[config.mk]
export PLATFORM = sky130hd
export DESIGN_NAME = hazard_ctrl_unit
export DESIGN_NICKNAME = d
export VERILOG_FILES = /design/src/rtl/hazard_pkg.sv /design/src/rtl/hazard_fwd_sel.sv /design/src/rtl/hazard_ctrl_unit.sv
export SDC_FILE = /design/constraint.sdc
export NUM_CORES = 1
export LEC_CHECK = 0
export BUFFER_PORTS_ARGS = -buffer_cell sky130_fd_sc_hd__buf_4
export CORE_ASPECT_RATIO = 1.2
export CORE_MARGIN = 4
export CORE_UTILIZATION = 38
export DETAILED_ROUTE_END_ITERATION = 7
export GPL_ROUTABILITY_DRIVEN = 1
export PLACE_DENSITY = 0.93
export SYNTH_ARGS = -nofsm -noshare
export SYNTH_HDL_FRONTEND = slang
export SYNTH_SLANG_ARGS = --single-unit
[constraint.sdc]
create_clock -name clk -period 1.38 [get_ports clk]
set_input_delay 0 -clock clk [delete_from_list [all_inputs] [get_ports clk]]
set_output_delay 0 -clock clk [all_outputs]
set_load 0.005 [all_outputs]
[src/rtl/hazard_pkg.sv]
// hazard_pkg: shared types and constants for the pipeline hazard controller.
package hazard_pkg;
    typedef enum logic {HZ_IDLE, HZ_STALL} hz_state_t;
    typedef enum logic [1:0] {FWD_RF, FWD_EXMEM, FWD_MEMWB} fwd_sel_t;
    localparam logic [4:0] REG_ZERO = 5'd0;
endpackage

[src/rtl/hazard_fwd_sel.sv]
// hazard_fwd_sel: forwarding mux select for one ID source register; EX/MEM beats MEM/WB.
module hazard_fwd_sel
    import hazard_pkg::*;
(
    input  logic [4:0] src,
    input  logic       mem_reg_write,
    input  logic [4:0] mem_rd,
    input  logic       wb_reg_write,
    input  logic [4:0] wb_rd,
    output fwd_sel_t   sel
);
    always_comb
        sel = (mem_reg_write && mem_rd != REG_ZERO && mem_rd == src) ? FWD_EXMEM :
              (wb_reg_write && wb_rd != REG_ZERO && wb_rd == src) ? FWD_MEMWB : FWD_RF;
endmodule

[src/rtl/hazard_ctrl_unit.sv]
// hazard_ctrl_unit: load-use stall FSM, memory-busy freeze and operand forwarding selects.
// Define HAZARD_STATS_EN to build the saturating stall/load-use statistics counters.
module hazard_ctrl_unit
    import hazard_pkg::*;
#(
    parameter int NUM_SRC    = 2,
    parameter int LOAD_STALL = 1,
    parameter int CNT_W      = 32
) (
    input  logic                 clk,
    input  logic                 rst,
    input  logic                 flush,
    input  logic                 mem_busy,
    input  logic [NUM_SRC*5-1:0] id_src_num,
    input  logic [NUM_SRC-1:0]   id_src_valid,
    input  logic                 ex_mem_read,
    input  logic                 ex_reg_write,
    input  logic [4:0]           ex_rd,
    input  logic                 mem_reg_write,
    input  logic [4:0]           mem_rd,
    input  logic                 wb_reg_write,
    input  logic [4:0]           wb_rd,
    output logic                 stall_if,
    output logic                 stall_id,
    output logic                 bubble_ex,
    output logic                 freeze_mem,
    output logic [NUM_SRC*2-1:0] fwd_sel,
    output logic [CNT_W-1:0]     stat_stall_cycles,
    output logic [CNT_W-1:0]     stat_load_use
);
    hz_state_t  state, state_nx;
    logic [2:0] cnt, cnt_nx;
    logic       detect, accept, stall;

    always_comb begin
        detect = 1'b0;
        for (int k = 0; k < NUM_SRC; k++)
            detect |= id_src_valid[k] && id_src_num[5*k +: 5] == ex_rd;
        detect = detect && ex_mem_read && ex_reg_write && ex_rd != REG_ZERO;
    end

    // mem_busy outranks flush, which outranks any stall request
    assign accept     = !rst && !mem_busy && !flush && state == HZ_IDLE && detect;
    assign stall      = !rst && !mem_busy && !flush && (state == HZ_STALL || detect);
    assign freeze_mem = !rst && mem_busy;
    assign stall_if   = freeze_mem || stall;
    assign stall_id   = freeze_mem || stall;
    assign bubble_ex  = stall;

    always_comb begin
        state_nx = state;
        cnt_nx   = cnt;
        if (mem_busy) begin
            state_nx = state;
        end else if (flush) begin
            state_nx = HZ_IDLE;
            cnt_nx   = 3'd0;
        end else if (state == HZ_STALL) begin
            cnt_nx   = cnt - 3'd1;
            state_nx = (cnt == 3'd1) ? HZ_IDLE : HZ_STALL;
        end else if (accept && LOAD_STALL > 1) begin
            state_nx = HZ_STALL;
            cnt_nx   = 3'(LOAD_STALL - 1);
        end
    end

    always_ff @(posedge clk) begin
        if (rst) begin
            state <= HZ_IDLE;
            cnt   <= 3'd0;
        end else begin
            state <= state_nx;
            cnt   <= cnt_nx;
        end
    end

    for (genvar i = 0; i < NUM_SRC; i++) begin : g_fwd
        fwd_sel_t sel;
        hazard_fwd_sel u_fwd (
            .src           (id_src_num[5*i +: 5]),
            .mem_reg_write (mem_reg_write),
            .mem_rd        (mem_rd),
            .wb_reg_write  (wb_reg_write),
            .wb_rd         (wb_rd),
            .sel           (sel)
        );
        assign fwd_sel[2*i +: 2] = rst ? FWD_RF : sel;
    end

`ifdef HAZARD_STATS_EN
    logic [CNT_W-1:0] stall_cnt, lu_cnt;
    always_ff @(posedge clk) begin
        if (rst) begin
            stall_cnt <= '0;
            lu_cnt    <= '0;
        end else begin
            if (stall_id && !(&stall_cnt)) stall_cnt <= stall_cnt + CNT_W'(1);
            if (accept && !(&lu_cnt)) lu_cnt <= lu_cnt + CNT_W'(1);
        end
    end
    assign stat_stall_cycles = stall_cnt;
    assign stat_load_use     = lu_cnt;
`else
    assign stat_stall_cycles = {CNT_W{1'b0}};
    assign stat_load_use     = {CNT_W{1'b0}};
`endif
endmodule
After elaboration in Yosys (flattened, before gate mapping) --
Index checks and enable logic that the tools add are counted.
Storage, ports and cells: flip-flop bits (word level) 4, latch bits 0, memory bits (writable) 0, ROM bits 0, input bits 35, logic and storage cells 48, memories kept 0
Cells by class: add/sub/neg operators 1, $mul 0, divide/modulo/power cells 0, magnitude comparators 0, eq/ne operators 7, shift-type cells 0, muxes and demuxes 11, bitwise operators 2, reduce and logical (&&, ||, !) cells 25
Operators by type and width (number):
- $eq A5 B5 Y1 | 6
- $logic_and A1 B1 Y1 | 15
- $reduce_bool A5 Y1 | 3
- $mux W2 | 6
- $mux W3 | 2
- $eq A3 B1 Y1 const B | 1
- $logic_not A1 Y1 | 3
- $mux W1 | 3
- $sub A3 B1 Y3 const B | 1
- $logic_or A1 B1 Y1 | 2
- $reduce_and A2 Y1 | 1
- $reduce_bool A2 Y1 | 1
- $not A1 Y1 | 1
- $or A1 B1 Y1 | 1

Longest topological paths before layout --
Gate-level depths: netlist (run 1).
depth in word-level cells 9, gate-level depth with buffers 5

Cells and area by module --
A second synthesis (run 1) with hierarchy kept.
Second synthesis, totals: cell total of the unflattened synthesis 157, area, all modules 1192.4 um^2
Modules (own cells, without submodules):
- hazard_ctrl_unit | times used 1, cells each 117, area each 889.6 um^2
- hazard_fwd_sel | times used 2, cells each 20, area each 151.4 um^2

Worst setup path after synthesis (run 1) --
No wires, ideal clock.
path kind input to output, start point input port mem_rd[4], end point output port fwd_sel[1], data arrival time 1.069 ns, data required time 1.380 ns, slack 0.311 ns, stages 4, path buffers 0, path through or4_1 > o21ai_2 > nor3_1 > nor4_2
On the way: cells in the longest elaborated chain, start to end 5, elaborated cells on any way between the ends 6, classes of those cells eq/ne: 1; mux: 2; reduce/logical: 3
Ends and longest elaborated chain:
- start, declared | RTL line hazard_ctrl_unit.sv:20 | input logic [4:0] mem_rd,
- $reduce_bool A5 Y1 | RTL line hazard_fwd_sel.sv:13 | sel = (mem_reg_write && mem_rd != REG_ZERO && mem_rd == src) ? FWD_EXMEM :
- $logic_and A1 B1 Y1 | RTL line hazard_fwd_sel.sv:13
- $logic_and A1 B1 Y1 * | RTL line hazard_fwd_sel.sv:13
- $mux W2 * | RTL line hazard_fwd_sel.sv:13
- $mux W2 * | RTL line hazard_ctrl_unit.sv:87 | assign fwd_sel[2*i +: 2] = rst ? FWD_RF : sel;
- end, declared | RTL line hazard_ctrl_unit.sv:27 | output logic [NUM_SRC*2-1:0] fwd_sel,
Every way passes the cells marked *; elsewhere a longest branch is shown, timed or not.

Worst setup path in the final report (run 1) --
start point input port rst, end point output port fwd_sel[3]
On the way: cells in the longest elaborated chain, start to end 1
Ends and longest elaborated chain:
- start, declared | RTL line hazard_ctrl_unit.sv:11 | input logic rst,
- $mux W2 | RTL line hazard_ctrl_unit.sv:87
Every way passes these cells.

==> impl_results.md, run 1 <==
- Status: finished, final reports clean
- Placeable core region: between 2000 and 3000 sq um
- Maximum cell stage delay along the critical path: 570 ps
- Required time of the critical path: around 1400 ps
- Endpoints failing hold: 0
- First-iteration detailed-routing DRC count: 54
- First-pass GRT wire length: approximately 3500 microns
- Overall routing resource usage: between 10% and 20%
- PwrDens: ~420 nW/um^2
- Final worst slack: 69.8 ps
- Max Clk Rate: about 760 MHz
- Synthesized-area fraction occupied by adder cells: under 10%
- Clk_skew: ~1.7 ps
- Clock tree buffer depth: 2
- Category of cells accounting for the largest share of critical-path delay: simple AND/OR/NAND/NOR gates
- Starting Density: ~40%
- Leak Pwr: roughly 0.65 nW
- Fraction of final layout cells sized beyond drive strength 1: between 20% and 30%
- Number of buffers inserted during clock tree synthesis: 3
- Final-report max-slew violation count: 0
- Part of the cycle the worst path needs: approximately 95%
- # DRC: 0
- Clock Sink Count: 4
- Area share of the largest cell type after synthesis: about 42%
- Cell with the largest stage delay on the worst path: sky130_fd_sc_hd__or4_1
- Most instantiated library cell after synthesis: sky130_fd_sc_hd__buf_4
- Post-synthesis cell count: 154
- Crit start category: input port
- Area share of and/or/nand/nor cells after synthesis: between 10% and 20%
- Total design power: 0.543 mW
- Seq/Total Area, Yosys: 6.93%
- Share of async-settable or async-resettable flops after synthesis: 0%
- Clock latency on the worst-skew pair: around 230 ps
- Most frequent cells after synthesis: 65 x sky130_fd_sc_hd__buf_4, 18 x sky130_fd_sc_hd__xor2_1, 12 x sky130_fd_sc_hd__xnor2_1, 7 x sky130_fd_sc_hd__nand2_1
- Post-synthesis cell area: 1150 sq um
- Biggest area consumer among synthesized cells: sky130_fd_sc_hd__buf_4
- Sum of buffers and inverters on the critical path: 2
- Category of the critical setup timing path: input port to output pin
- Final cell count without fillers: about 230
- Pre-CTS setup slack: 58.2 ps
- Post-route cell area: 1310 sq um
- Max-cap violation count: 0
- Final critical delay including setup and external delays: approximately 1300 ps
- Count of placed standard cells including taps: around 230
- Most frequently used flop master after synthesis: sky130_fd_sc_hd__dfxtp_1
- Number of iterations in the first detailed-routing pass: 4
- Xor and xnor area share after synthesis: 22.8%
- Cell chain of the critical path: buf_4, nor2b_1, o21ai_1, or4_1, nor4_2, buf_4
- Largest net degree at the start of global routing: 9
- Via count of the routed design: 976
- Mux contribution to synthesized area: 0%
- CP arrival: roughly 1300 ps
- Category of the worst setup path capture point: output pin
- Max H-tree Level: 1
- Antenna diode instance count: 0
- Distinct cell type count of the synthesized netlist: 26
- Number of enable-type register cells in the synthesized netlist: 0
- Buffer type at the clock tree root: sky130_fd_sc_hd__clkbuf_4
- Initial antenna violation count: 0
- Area of the die: 3990 sq um
- Top post-synthesis cells by area: sky130_fd_sc_hd__buf_4 42%, sky130_fd_sc_hd__xor2_1 14%, sky130_fd_sc_hd__xnor2_1 9.1%, sky130_fd_sc_hd__dfxtp_1 6.9%, sky130_fd_sc_hd__or4_1 2.6%
- Hold Buf Count CTS: 0
- Width of the die: ~58 microns
- Class of the most critical hold timing path: input port to flop
- Detail-routed via count per cell: 4.21
- Rows: 21
- Clock tree from TritonCTS: yes
- Total Routed Length: 2610 microns
- Most prevalent standard cell on the critical path: sky130_fd_sc_hd__buf_4
- Warnings from Yosys: 0
- Area growth from synthesis to final layout: 13.1%
- Largest driver fanout on the critical path: 2
- Largest family of logic cells by synthesized area: buffers and inverters
- Count of final setup violators: 0
- Number of ports placed on the die boundary: approximately 110
- Gp weighted congestion: just over 0.8
- Worst voltage drop across the vdd grid: ~0.22 mV
- Count of nets after finishing: ~240
- Total placed instance area: between 1000 and 1500 sq um
- Total congestion overflow: 0
- Die height: roughly 68 microns
- Finished Core Util: between 40% and 50%
- Number of nets still failing antenna checks after routing: 0
- Routed wire length per instance: roughly 11 microns
- Post-synthesis area per instance: 7.50 sq um
- Compound-cell area share of the yosys netlist: roughly 8.1%
- Vias in the first global route: ~850
- Port-buffer cells: 42
- Post-synthesis register bit count: 4
- Hpwl dp: approximately 2300 microns
- Clock transition at path regs: 40 ps
## stage by stage
stage	TNS [ps]	hold slack [ps]
6_report	0	14.1
5_1_grt	-5.89	24.2
4_1_cts	0	1.31
3_5_place_dp	0	248
3_3_place_gp	0	241
2_1_floorplan	0	121
## logic make-up after synthesis
family	Yosys count
AOI/OAI and AO/OA	15
buffers and inverters	71
xor gates and xnor gates	30
adders and majority gates	2
and+or+nand+nor	31
other	1
DFF	4
## worst paths after layout
check | from | endpoint | slack [ps] | cells after the start
max | rst | fwd_sel[3] | 70 | 6
min | mem_busy | state | 10 | 2
max reg2reg | cnt[0] | cnt[2] | 320 | 5
min reg2reg | cnt[0] | cnt[0] | 480 | 2
## area by class of cell
class / instances / area [sq um]
sequential: 4 / 80.1
inverter: 5 / 18.8
timing repair buffer: 44 / 330
tap: 34 / 42.5
clock buffer: 3 / 22.5
fill: 308 / 1560
multi-input combinational: 142 / 812
## worst register-to-register path, stage by stage (launching register included)
cell	delay, ps
sky130_fd_sc_hd__dfxtp_1	340
sky130_fd_sc_hd__inv_1	70
sky130_fd_sc_hd__ha_1	210
sky130_fd_sc_hd__a21oi_1	150
sky130_fd_sc_hd__o21ai_0	90
sky130_fd_sc_hd__a21oi_1	130
## flip-flops by register name, summed over array words and instances, names as in the netlist
register / cells
state: 1
cnt: 3
## report_power, final
group / total [mW] / switching (mW) / internal, mW
sequential: 0.116 / 0 / 0.116
clock: 0.141 / 0.0437 / 0.0970
combinational: 0.286 / 0.152 / 0.134
## cells in the final DEF, fill, tap and decap left out, types with 3 or more instances in the layout
master / synthesis / layout
sky130_fd_sc_hd__clkbuf_4: 0 / 3
sky130_fd_sc_hd__inv_1: 5 / 5
sky130_fd_sc_hd__nor2_1: 3 / 3
sky130_fd_sc_hd__xnor2_1: 12 / 12
sky130_fd_sc_hd__buf_4: 65 / 44
sky130_fd_sc_hd__nand3_1: 3 / 3
sky130_fd_sc_hd__a21oi_1: 5 / 5
sky130_fd_sc_hd__dfxtp_1: 4 / 4
sky130_fd_sc_hd__nand2_1: 7 / 7
sky130_fd_sc_hd__xor2_1: 18 / 18
sky130_fd_sc_hd__nor4_1: 4 / 4
sky130_fd_sc_hd__or4_1: 4 / 3
sky130_fd_sc_hd__conb_1: 1 / 64
## metal layers
layer / share of wire (%) / global-route usage (%)
met4: 0 / 2.61
met2: 54 / 22.9
met5: 0 / 0
met1: 32 / 11.2
met3: 14 / 3.02
## timing repair
item	CTS	global route
buffers inserted	0	0
endpoints found under the setup margin	0	4
gates resized for setup	0	4
Note: power is estimated with default switching activity, not from simulation.
==> run 2, diff against run 1 <==
--- a/config.mk
+++ b/config.mk
@@ -11,7 +11,8 @@
 export CORE_UTILIZATION = 38
 export DETAILED_ROUTE_END_ITERATION = 7
 export GPL_ROUTABILITY_DRIVEN = 1
-export PLACE_DENSITY = 0.93
+export PLACE_DENSITY = 0.82
+export SETUP_SLACK_MARGIN = 0.5
 export SYNTH_ARGS = -nofsm -noshare
 export SYNTH_HDL_FRONTEND = slang
 export SYNTH_SLANG_ARGS = --single-unit
==> run 2 against run 1 <==
  * Non-clock buffer count up 7
  * Count of clock-buffer cells in the layout did not move
  * Core utilization rose by 5.9 points
  * Final area rose by 13%
  * Sequential power is essentially flat
  * Critical path depth grew 1
  * Setup slack gained 31 ps
  * Die area stayed put
  * Register-to-register slack improved by 70 ps
  * Clock skew increased by 2.0 ps
  * Highest routed layer is now met4
==> impl_results.md, run 2 (synthesis results as in run 1) <==
- Number of nets still failing antenna checks after routing: 0 (unchanged)
- Most frequent cells in the layout: 64 x sky130_fd_sc_hd__conb_1, 43 x sky130_fd_sc_hd__buf_4, 18 x sky130_fd_sc_hd__xor2_1 (was 64 x sky130_fd_sc_hd__conb_1, 44 x sky130_fd_sc_hd__buf_4, 18 x sky130_fd_sc_hd__xor2_1)
- Number of flip-flops in the largest register: 3 (unchanged)
- Largest net degree at the start of global routing: 9 (unchanged)
- Detail-routed via count per cell: 4.15 (was 4.21)
- Rows: 21 (unchanged)
- First-pass GRT wire length: 3910 microns (was 3510 microns)
- Max H-tree Level: 1 (unchanged)
- Number of ports placed on the die boundary: 107 (unchanged)
- Antenna diode instance count: 0 (unchanged)
- Clock latency on the worst-skew pair: 240 ps (was 230 ps)
- # DRC: 0 (unchanged)
- Category of the critical setup timing path: input port to output pin (unchanged)
- Register name with the most flops: cnt (unchanged)
- Total congestion overflow: 0 (unchanged)
- Largest driver fanout on the critical path: 3 (was 2)
- Endpoints failing hold: 0 (unchanged)
- Area growth from synthesis to final layout: 27.6% (was 13.1%)
- Width of the die: 58.3 microns (unchanged)
- Clk_skew: 3.75 ps (was 1.70 ps)
- Top flop regs: cnt x3, state x1 (unchanged)
- Final-report max-slew violation count: 0 (unchanged)
- Fraction of final layout cells sized beyond drive strength 1: 35.6% (was 26.8%)
- Max Clk Rate: 782 MHz (was 763 MHz)
- Max-cap violation count: 0 (unchanged)
- Count of nets after finishing: 244 (was 237)
- Final critical delay including setup and external delays: 1280 ps (was 1310 ps)
- Leading cell type in the layout, fill and taps excluded: sky130_fd_sc_hd__conb_1 (unchanged)
- Clock Sink Count: 4 (unchanged)
- Crit start category: input port (unchanged)
- Final-layout fill cell count: 307 (was 308)
- First-iteration detailed-routing DRC count: 9 (was 54)
- Status: finished, final reports clean (unchanged)
- Required time of the critical path: 1380 ps (about the same)
- Clock tree from TritonCTS: yes (unchanged)
- Clock transition at path regs: 30 ps (was 40 ps)
- Vias in the first global route: 913 (was 854)
- Gp weighted congestion: 0.856 (was 0.818)
- Setup_tns: 0 ps (unchanged)
- Worst voltage drop across the vdd grid: 0.180 mV (was 0.225 mV)
- Class of the most critical hold timing path: input port to flop (unchanged)
- Setup repair after global routing missed its margin: true
- Starting Density: 40.3% (unchanged)
- Number of buffers inserted during clock tree synthesis: 3 (unchanged)
- Part of the cycle the worst path needs: 92.7% (was 94.9%)
- Leak Pwr: 0.707 nW (was 0.646 nW)
- Finished Core Util: 51.5% (was 45.6%)
- Routed wire length per instance: 11.8 microns (was 11.3 microns)
- CP arrival: 1280 ps (was 1310 ps)
- Hpwl dp: 2300 microns (was 2340 microns)
- Overall routing resource usage: 13.0% (was 11.3%)
- Buffer type at the clock tree root: sky130_fd_sc_hd__clkbuf_4 (unchanged)
- Via count of the routed design: 992 (was 976)
- Port-buffer cells: 42 (unchanged)
- PwrDens: 391 nW/um^2 (was 415 nW/um^2)
- Count of final setup violators: 0 (unchanged)
- Total Routed Length: 2830 microns (was 2610 microns)
- Placeable core region: 2860 sq um (unchanged)
- Initial antenna violation count: 0 (unchanged)
- Category of the worst setup path capture point: output pin (unchanged)
- Number of iterations in the first detailed-routing pass: 4 (unchanged)
- Clock tree buffer depth: 2 (unchanged)
- Die height: 68.4 microns (unchanged)
- Area of the die: 3990 sq um (unchanged)
-- run 2: repair_timing --
action | in CTS | in global routing
hold buffers | 0 | 1
pin swaps | 14 | 10
setup endpoints to repair | 9 | 10
setup buffers | 4 | 3
hold endpoints to repair | 0 | 1
resized for setup | 16 | 12
-- run 2: critical path: stages --
cell and delay (ps):
sky130_fd_sc_hd__buf_8 100, sky130_fd_sc_hd__or4_4 540, sky130_fd_sc_hd__o21ai_4 170, sky130_fd_sc_hd__buf_4 140, sky130_fd_sc_hd__nor3_1 50, sky130_fd_sc_hd__nor4_2 130
sky130_fd_sc_hd__buf_4 150
-- run 2: cell type report --
| cell class | instances | area [sq um] | share of cell area [%] |
|---|---|---|---|
| multi-input cells | 142 | 882 | 59.8 |
| repair buffers | 51 | 419 | 28.4 |
| flip-flops and latches | 4 | 86.3 | 5.86 |
| well taps | 34 | 42.5 | 2.89 |
| clock buffers | 3 | 22.5 | 1.53 |
| inverters | 5 | 21.3 | 1.44 |
-- run 2: metal layers --
layer,up-vias,global-route usage [%],wire [microns]
li1,482,-,-
met3,12,1.89,276
met4,0,10.1,112
met1,432,12.2,873
met2,66,24.9,1570
met5,-,0,0
-- run 2: worst paths after layout --
path / from / end / slack, ps / cells past startpoint
setup / recovery: mem_rd[2] / fwd_sel[1] / 100 / 7
hold / removal: mem_busy / cnt[2] / 90 / 3
setup reg to reg: cnt[1] / cnt[1] / 390 / 5
hold reg to reg: cnt[2] / cnt[2] / 490 / 2
-- run 2: metrics by stage --
step | cells | hold slack, ps | total power [mW] | worst slack [ps] | area, sq um
final | 239 | 90.4 | 0.577 | 101 | 1470
after detailed placement | 228 | 244 | 0.393 | 92.4 | 1280
after global placement | 228 | 246 | 0.391 | 135 | 1280
after global routing | 239 | 117 | 0.628 | 64.0 | 1470
after CTS | 235 | 1.10 | 0.565 | 119 | 1380
after floorplan | 217 | 121 | 0.395 | 390 | 1430
-- run 2: where the power goes --
group | switching (mW) | internal, mW
clock network | 0.0470 | 0.0972
logic | 0.165 | 0.153
registers | 0 | 0.114
total | 0.212 | 0.365
